==> src/rtl/uart_tx_serializer.sv <==
// UART transmitter draining a byte circular buffer: pops one byte per frame
// and shifts it out as start + 8 data (LSB first) + STOP_BITS stop bits.
module uart_tx_serializer #(
  parameter int CLKS_PER_BIT     = 868,
  parameter int STOP_BITS        = 1,
  parameter int BUFFER_BYTE_SIZE = 4,
  parameter int BUFFER_ADDR_SIZE = $clog2(BUFFER_BYTE_SIZE)
) (
  input  logic                      clk,
  input  logic                      reset,
  input  logic                      tx_enable,
  input  logic [BUFFER_ADDR_SIZE:0] buf_avai,
  input  logic [7:0]                buf_data,
  output logic                      buf_read_en,
  output logic                      tx,
  output logic                      busy
);
  localparam int CNT_W = $clog2(CLKS_PER_BIT);
  localparam logic [CNT_W-1:0] CNT_LAST = CNT_W'(CLKS_PER_BIT - 1);
  localparam logic [2:0] STOP_LAST = 3'(STOP_BITS - 1);
  localparam logic [BUFFER_ADDR_SIZE:0] EMPTY_AVAI = (BUFFER_ADDR_SIZE + 1)'(BUFFER_BYTE_SIZE);

  typedef enum logic [1:0] {IDLE, START, DATA, STOP} state_t;

  state_t           state, state_d;
  logic [CNT_W-1:0] cnt, cnt_d;
  logic [2:0]       idx, idx_d;
  logic [7:0]       shift, shift_d;
  logic             tx_d, busy_d;
  logic             empty, bit_end;

  // Anything at or above capacity (including out-of-range counts) reads as empty.
  assign empty       = (buf_avai >= EMPTY_AVAI);
  assign bit_end     = (cnt == CNT_LAST);
  assign buf_read_en = (state == IDLE) & tx_enable & ~empty & ~reset;

  always_ff @(posedge clk or posedge reset) begin
    if (reset) begin
      state <= IDLE;
      cnt   <= '0;
      idx   <= '0;
      shift <= '0;
      tx    <= 1'b1;
      busy  <= 1'b0;
    end else begin
      state <= state_d;
      cnt   <= cnt_d;
      idx   <= idx_d;
      shift <= shift_d;
      tx    <= tx_d;
      busy  <= busy_d;
    end
  end

  always_comb begin
    state_d = state;
    cnt_d   = cnt;
    idx_d   = idx;
    shift_d = shift;
    tx_d    = tx;
    busy_d  = busy;
    if (state != IDLE) cnt_d = bit_end ? '0 : cnt + 1'b1;
    case (state)
      IDLE: begin
        tx_d = 1'b1;
        if (buf_read_en) begin
          shift_d = buf_data;
          cnt_d   = '0;
          state_d = START;
          tx_d    = 1'b0;
          busy_d  = 1'b1;
        end
      end
      START: if (bit_end) begin
        idx_d   = '0;
        state_d = DATA;
        tx_d    = shift[0];
      end
      DATA: if (bit_end) begin
        shift_d = shift >> 1;
        if (idx == 3'd7) begin
          state_d = STOP;
          tx_d    = 1'b1;
          idx_d   = '0;
        end else begin
          idx_d = idx + 3'd1;
          tx_d  = shift[1];
        end
      end
      STOP: if (bit_end) begin
        // idx is reused to count stop bits
        if (idx == STOP_LAST) begin
          state_d = IDLE;
          busy_d  = 1'b0;
          idx_d   = '0;
        end else begin
          idx_d = idx + 3'd1;
        end
      end
      default: state_d = IDLE;
    endcase
  end
endmodule
==> config.mk <==
export PLATFORM = sky130hd
export DESIGN_NAME = uart_tx_serializer
export DESIGN_NICKNAME = d
export VERILOG_FILES = /design/src/rtl/uart_tx_serializer.sv
export SDC_FILE = /design/constraint.sdc
export NUM_CORES = 1
export LEC_CHECK = 0
export ABC_AREA = 1
export CAP_MARGIN = 25
export CORE_UTILIZATION = 50
export DETAILED_ROUTE_END_ITERATION = 7
export MAX_ROUTING_LAYER = met4
export PLACE_DENSITY = 0.72
export SLEW_MARGIN = 20
export SYNTH_ARGS = -nofsm -noshare
export SYNTH_HDL_FRONTEND = slang
export SYNTH_SLANG_ARGS = --single-unit
==> constraint.sdc <==
create_clock -name clk -period 3.1 [get_ports clk]
set_input_delay 0.31 -clock clk [delete_from_list [all_inputs] [get_ports clk]]
set_output_delay 0.31 -clock clk [all_outputs]
set_load 0.05 [all_outputs]
# After elaboration in Yosys (flattened, before gate mapping)

Index checks and enable logic that the tools add are counted.

Flip-flop bits (word level): 25
Output and inout bits: 3
Word-level logic and storage cells: 66
Bits of input ports: 14

Magnitude comparators: 1
Add/subtract/negate cells: 2
Multiplexer cells: 29
Equality and inequality tests: 11
Bitwise logic cells: 5
Reduce and logical (&&, ||, !) cells: 12

Operator list:

| operator              | number |
|---|---|
| $mux 10               | 4 |
| $mux 8                | 2 |
| $pmux 8 s2            | 1 |
| $mux 3                | 5 |
| $mux 2                | 6 |
| $ne 2x2->1 const B    | 6 |
| $add 10x1->10 const B | 1 |
| $eq 10x10->1 const B  | 1 |
| $pmux 3 s3            | 1 |
| $pmux 2 s4            | 1 |
| $reduce_and 4->1      | 2 |
| $mux 1                | 7 |
| $reduce_and 3->1      | 2 |
| $reduce_and 6->1      | 1 |
| $reduce_bool 2->1     | 3 |
| $reduce_bool 3->1     | 2 |
| $eq 2x2->1 const B    | 2 |
| $add 3x1->3 const B   | 1 |
| $and 1x1->1           | 3 |
| $eq 3x3->1 const B    | 1 |
| $ge 3x3->1 const B    | 1 |
| $logic_not 3->1       | 1 |
| $pmux 1 s3            | 1 |
| $eq 2x1->1 const B    | 1 |
| other kinds (3)       | 4 |

# Logic depth before layout (Yosys ltp)

Depth after elaboration: 6
Mapped depth: 9
Gate-level depth less buffers: 9

# Worst setup path before layout

No wires, ideal clock.

Kind: register to output
Start: register state[0]
End: output buf_read_en
Setup slack: 1535 ps
Arrival: 1255 ps
Cell stages (with the launch flop): 7
Cells stage by stage: dfrtp_1 -> inv_1 -> ha_1 -> nand2_1 -> inv_1 -> nand2_1 -> inv_1

Cells in the longest elaborated chain, start to end: 4

Ends and longest elaborated chain:

| what                      | line | RTL |
|---|---|---|
| from (decl)               | 25   | `state_t state, state_d;` |
| from (signal assigned)    | 46   | `state <= state_d;` |
| $logic_not 2->1           | 35   | `assign buf_read_en = (state == IDLE) & tx_enable & ~empty & ~reset;` |
| $and 1x1->1 (3 in series) | 35   |  |
| to (decl)                 | 14   | `output logic buf_read_en,` |

Every way passes these cells.

# Worst setup path in the final report

Same ends and word-level chain as after synthesis.

==> impl_metrics.py <==
metrics = {
    "floorplan": {
        "row_count": 19,
        "ios": 17,
        "core_area_um2": 2850,
        "dieArea_um2": 3340,
        "start_util_pct": 54.5,
        "die_w_um": 57.8,
        "die_y_um": 57.8,
    },
    "setup_path": {
        "cp-start-kind": "flip-flop",
        "crit_top_cell": "inv_1",
        "worst_path_max_delay_cell": "clkdlybuf4s50_1",
        "crit_path_end_kind": "output pin",
        "worstReg2RegStart": "state[0]",
        "critPathTopFamily": "buffers and inverters",
        "critPathBufInv": 4,
        "path_cells": "inv_1 -> ha_1 -> nand2_1 -> inv_1 -> nand2_1 -> inv_1 -> clkdlybuf4s50_1",
        "worstPathRequired_ns": 2.79,
        "rr_endpoint": "state[1]",
        "slowest_delay_ns": 0.79,
        "cp_max_fo": 7,
        "regToRegSetupSlack_ns": 1.20,
        "arrival_ns": 2.33,
        "worstRegToRegCells": 9,
        "crit_type": "flip-flop to output pin",
    },
    "drt": {
        "drtPass1Iterations": 4,
        "drc": 0,
        "vias": 1370,
        "wirelength_um": 3010,
        "wire_per_inst_um": 11.1,
        "drt_iter0_drc": 48,
        "avgViaCountPerCell": 5.06,
        "ant_nets": 0,
    },
    "synthesis": {
        "synth-seq-cells": 25,
        "synth_cell_type_count": 23,
        "netlist_area_um2": 1560,
        "ys_seq_area_share_pct": 40.3,
        "ys_warn_count": 0,
        "synthCells": 223,
        "syn-num-nets": 245,
        "syn_avg_cell_area_um2": 6.97,
    },
    "sta": {
        "fmaxAchievable_mhz": 379,
        "worst_slew_pin_slew_ns": 0.492,
        "rsz0062_at_grt": "no",
        "report.final.hold_viol_count": 0,
        "fin_crit_ns": 2.64,
        "skew_ns": 0.0110,
        "setup_viol": 0,
        "fin_crit_sh_pct": 85.0,
        "slew_violations": 0,
        "tns_ns": 0,
        "final.setup.worst_slack_ns": 0.464,
        "max_slew_margin_pct": 67.1,
        "fin_hold_ws_ns": 0.210,
    },
    "clock_tree": {
        "cts_sinks": 25,
        "clk_pin_slew_ns": 0.15,
        "root_buffer": "clkbuf_4",
        "cts_buffers": 3,
        "clockBufferDepth": 2,
        "cts_tree": "yes",
        "cts_setup_buffers": 0,
        "hold_buffers": 0,
        "ctsResizeCount": 0,
        "h-tree-depth": 1,
        "clk-insertion-delay-late_ns": 0.33,
    },
    "place": {
        "port_buffers": 14,
        "dp_slack_ns": 0.809,
        "dpl.hpwl_um": 2220,
        "dpl_cell_area_um2": 1720,
        "gp_congestion": 0.881,
    },
    "global_route": {
        "antenna_found_initial": 0,
        "track_usage_pct": 20.5,
        "grt_pass1_vias": 1230,
        "gr-total-overflow": 0,
        "grt_max_degree": 26,
        "grt_pass1_wl_um": 5180,
    },
    "power": {
        "cellPowerDensity_nw_per_um2": 887,
        "peakVddDrop_uv": 590,
        "p_leak_uw": 0.000968,
    },
    "finish": {
        "syn2layout_area_growth_pct": 14.4,
        "postLayoutCellArea_um2": 1780,
        "fillers": 264,
        "regArea_um2": 627,
        "n_antenna_cell": 0,
        "drive_gt1_share_pct": 6.67,
        "fin_nets": 263,
        "multiInputGateArea_um2": 828,
    },
    "run": {
        "cap_violations": 0,
    },
    "run_status": {
        "outcome": "finished, final reports clean",
    },
    "min_path": {
        "hold_path_class": "primary input to async pin",
    },
}
## metal layers
| metal | vias up | GRT usage (%) | routed length [um] |
|---|---|---|---|
| li1 | 730 | - | - |
| met1 | 614 | 26.2 | 1490 |
| met2 | 22 | 33.9 | 1440 |
| met3 | 4 | 2.01 | 63 |
| met4 | 0 | 7.82 | 19 |
| met5 | - | - | 0 |
## registers in the layout, indices dropped and copies added, names as in the netlist
signal  flops
cnt        10
shift       8
idx         3
state       2
busy        1
tx          1
## cells by family after synthesis
family | Yosys count | synth area share, %
and+or+nand+nor | 150 | 40.5
buffers and inverters | 26 | 6.44
DFF | 25 | 40.3
AOI/OAI and AO/OA | 11 | 4.67
adders and majority gates | 8 | 6.44
xor gates and xnor gates | 3 | 1.69
## cell usage in the layout (no fill, tap or decap), types with 2 or more instances in the layout
| cell type | count |
|---|---|
| dfrtp_1 | 24 |
| nor2_1 | 22 |
| inv_2 | 2 |
| or2_2 | 2 |
| o21ai_0 | 6 |
| clkbuf_4 | 3 |
| ha_1 | 8 |
| clkdlybuf4s50_1 | 14 |
| inv_1 | 21 |
| nand3_1 | 23 |
| a21boi_0 | 2 |
| nand2_1 | 96 |
| xor2_1 | 2 |
| nand2_2 | 2 |
## cell type report
cell class	count	area share, %
multi-input cells	172	46.6
flip-flops and latches	25	35.2
repair buffers	15	9.42
inverters	24	5.06
well taps	31	2.18
clock buffers	3	1.27
clock inverters	1	0.281
## synthesized netlist by cell type
library cell | count | area (um^2)
inv_1 | 22 | 82.6
nor2_4 | 1 | 11.3
ha_1 | 8 | 100
buf_2 | 2 | 10.0
xor2_1 | 2 | 17.5
dfrtp_1 | 24 | 601
or2_2 | 2 | 12.5
a21oi_1 | 1 | 5.00
a21boi_0 | 2 | 15.0
nand3b_1 | 1 | 7.51
nor2_1 | 22 | 82.6
dfstp_2 | 1 | 26.3
nand2_1 | 96 | 360
nand3_2 | 1 | 10.0
nand4_1 | 1 | 6.26
o21ai_0 | 6 | 30.0
xnor2_1 | 1 | 8.76
o22ai_1 | 1 | 6.26
inv_2 | 2 | 7.51
a21oi_4 | 1 | 16.3
nand2_4 | 1 | 11.3
nand3_1 | 23 | 115
nand2_2 | 2 | 12.5
## worst max-delay path by stage
stage,startpoint,to,slack (ns),cells after the start
2_1_floorplan,state[0],buf_read_en,1.54,6
3_3_place_gp,reset,buf_read_en,0.82,5
3_5_place_dp,reset,buf_read_en,0.81,5
4_1_cts,state[0],buf_read_en,0.50,7
5_1_grt,state[1],buf_read_en,0.35,7
6_report,state[0],buf_read_en,0.46,7
## power by group
| part | leakage (uW) | switching, uW | internal, uW |
|---|---|---|---|
| sequential | 0.000318 | 108 | 463 |
| combinational | 0.000632 | 553 | 304 |
| clock | 0.0000177 | 103 | 48.4 |
## stage by stage
stage          util (%)  std cells  power [uW]
2_1_floorplan         -        223        1240
3_3_place_gp       60.4        266        1430
3_5_place_dp       60.4        266        1440
4_1_cts            61.4        270        1590
5_1_grt            62.4        271        1750
6_report           62.4        271        1580
No activity file was read; power rests on OpenSTA's default activity.
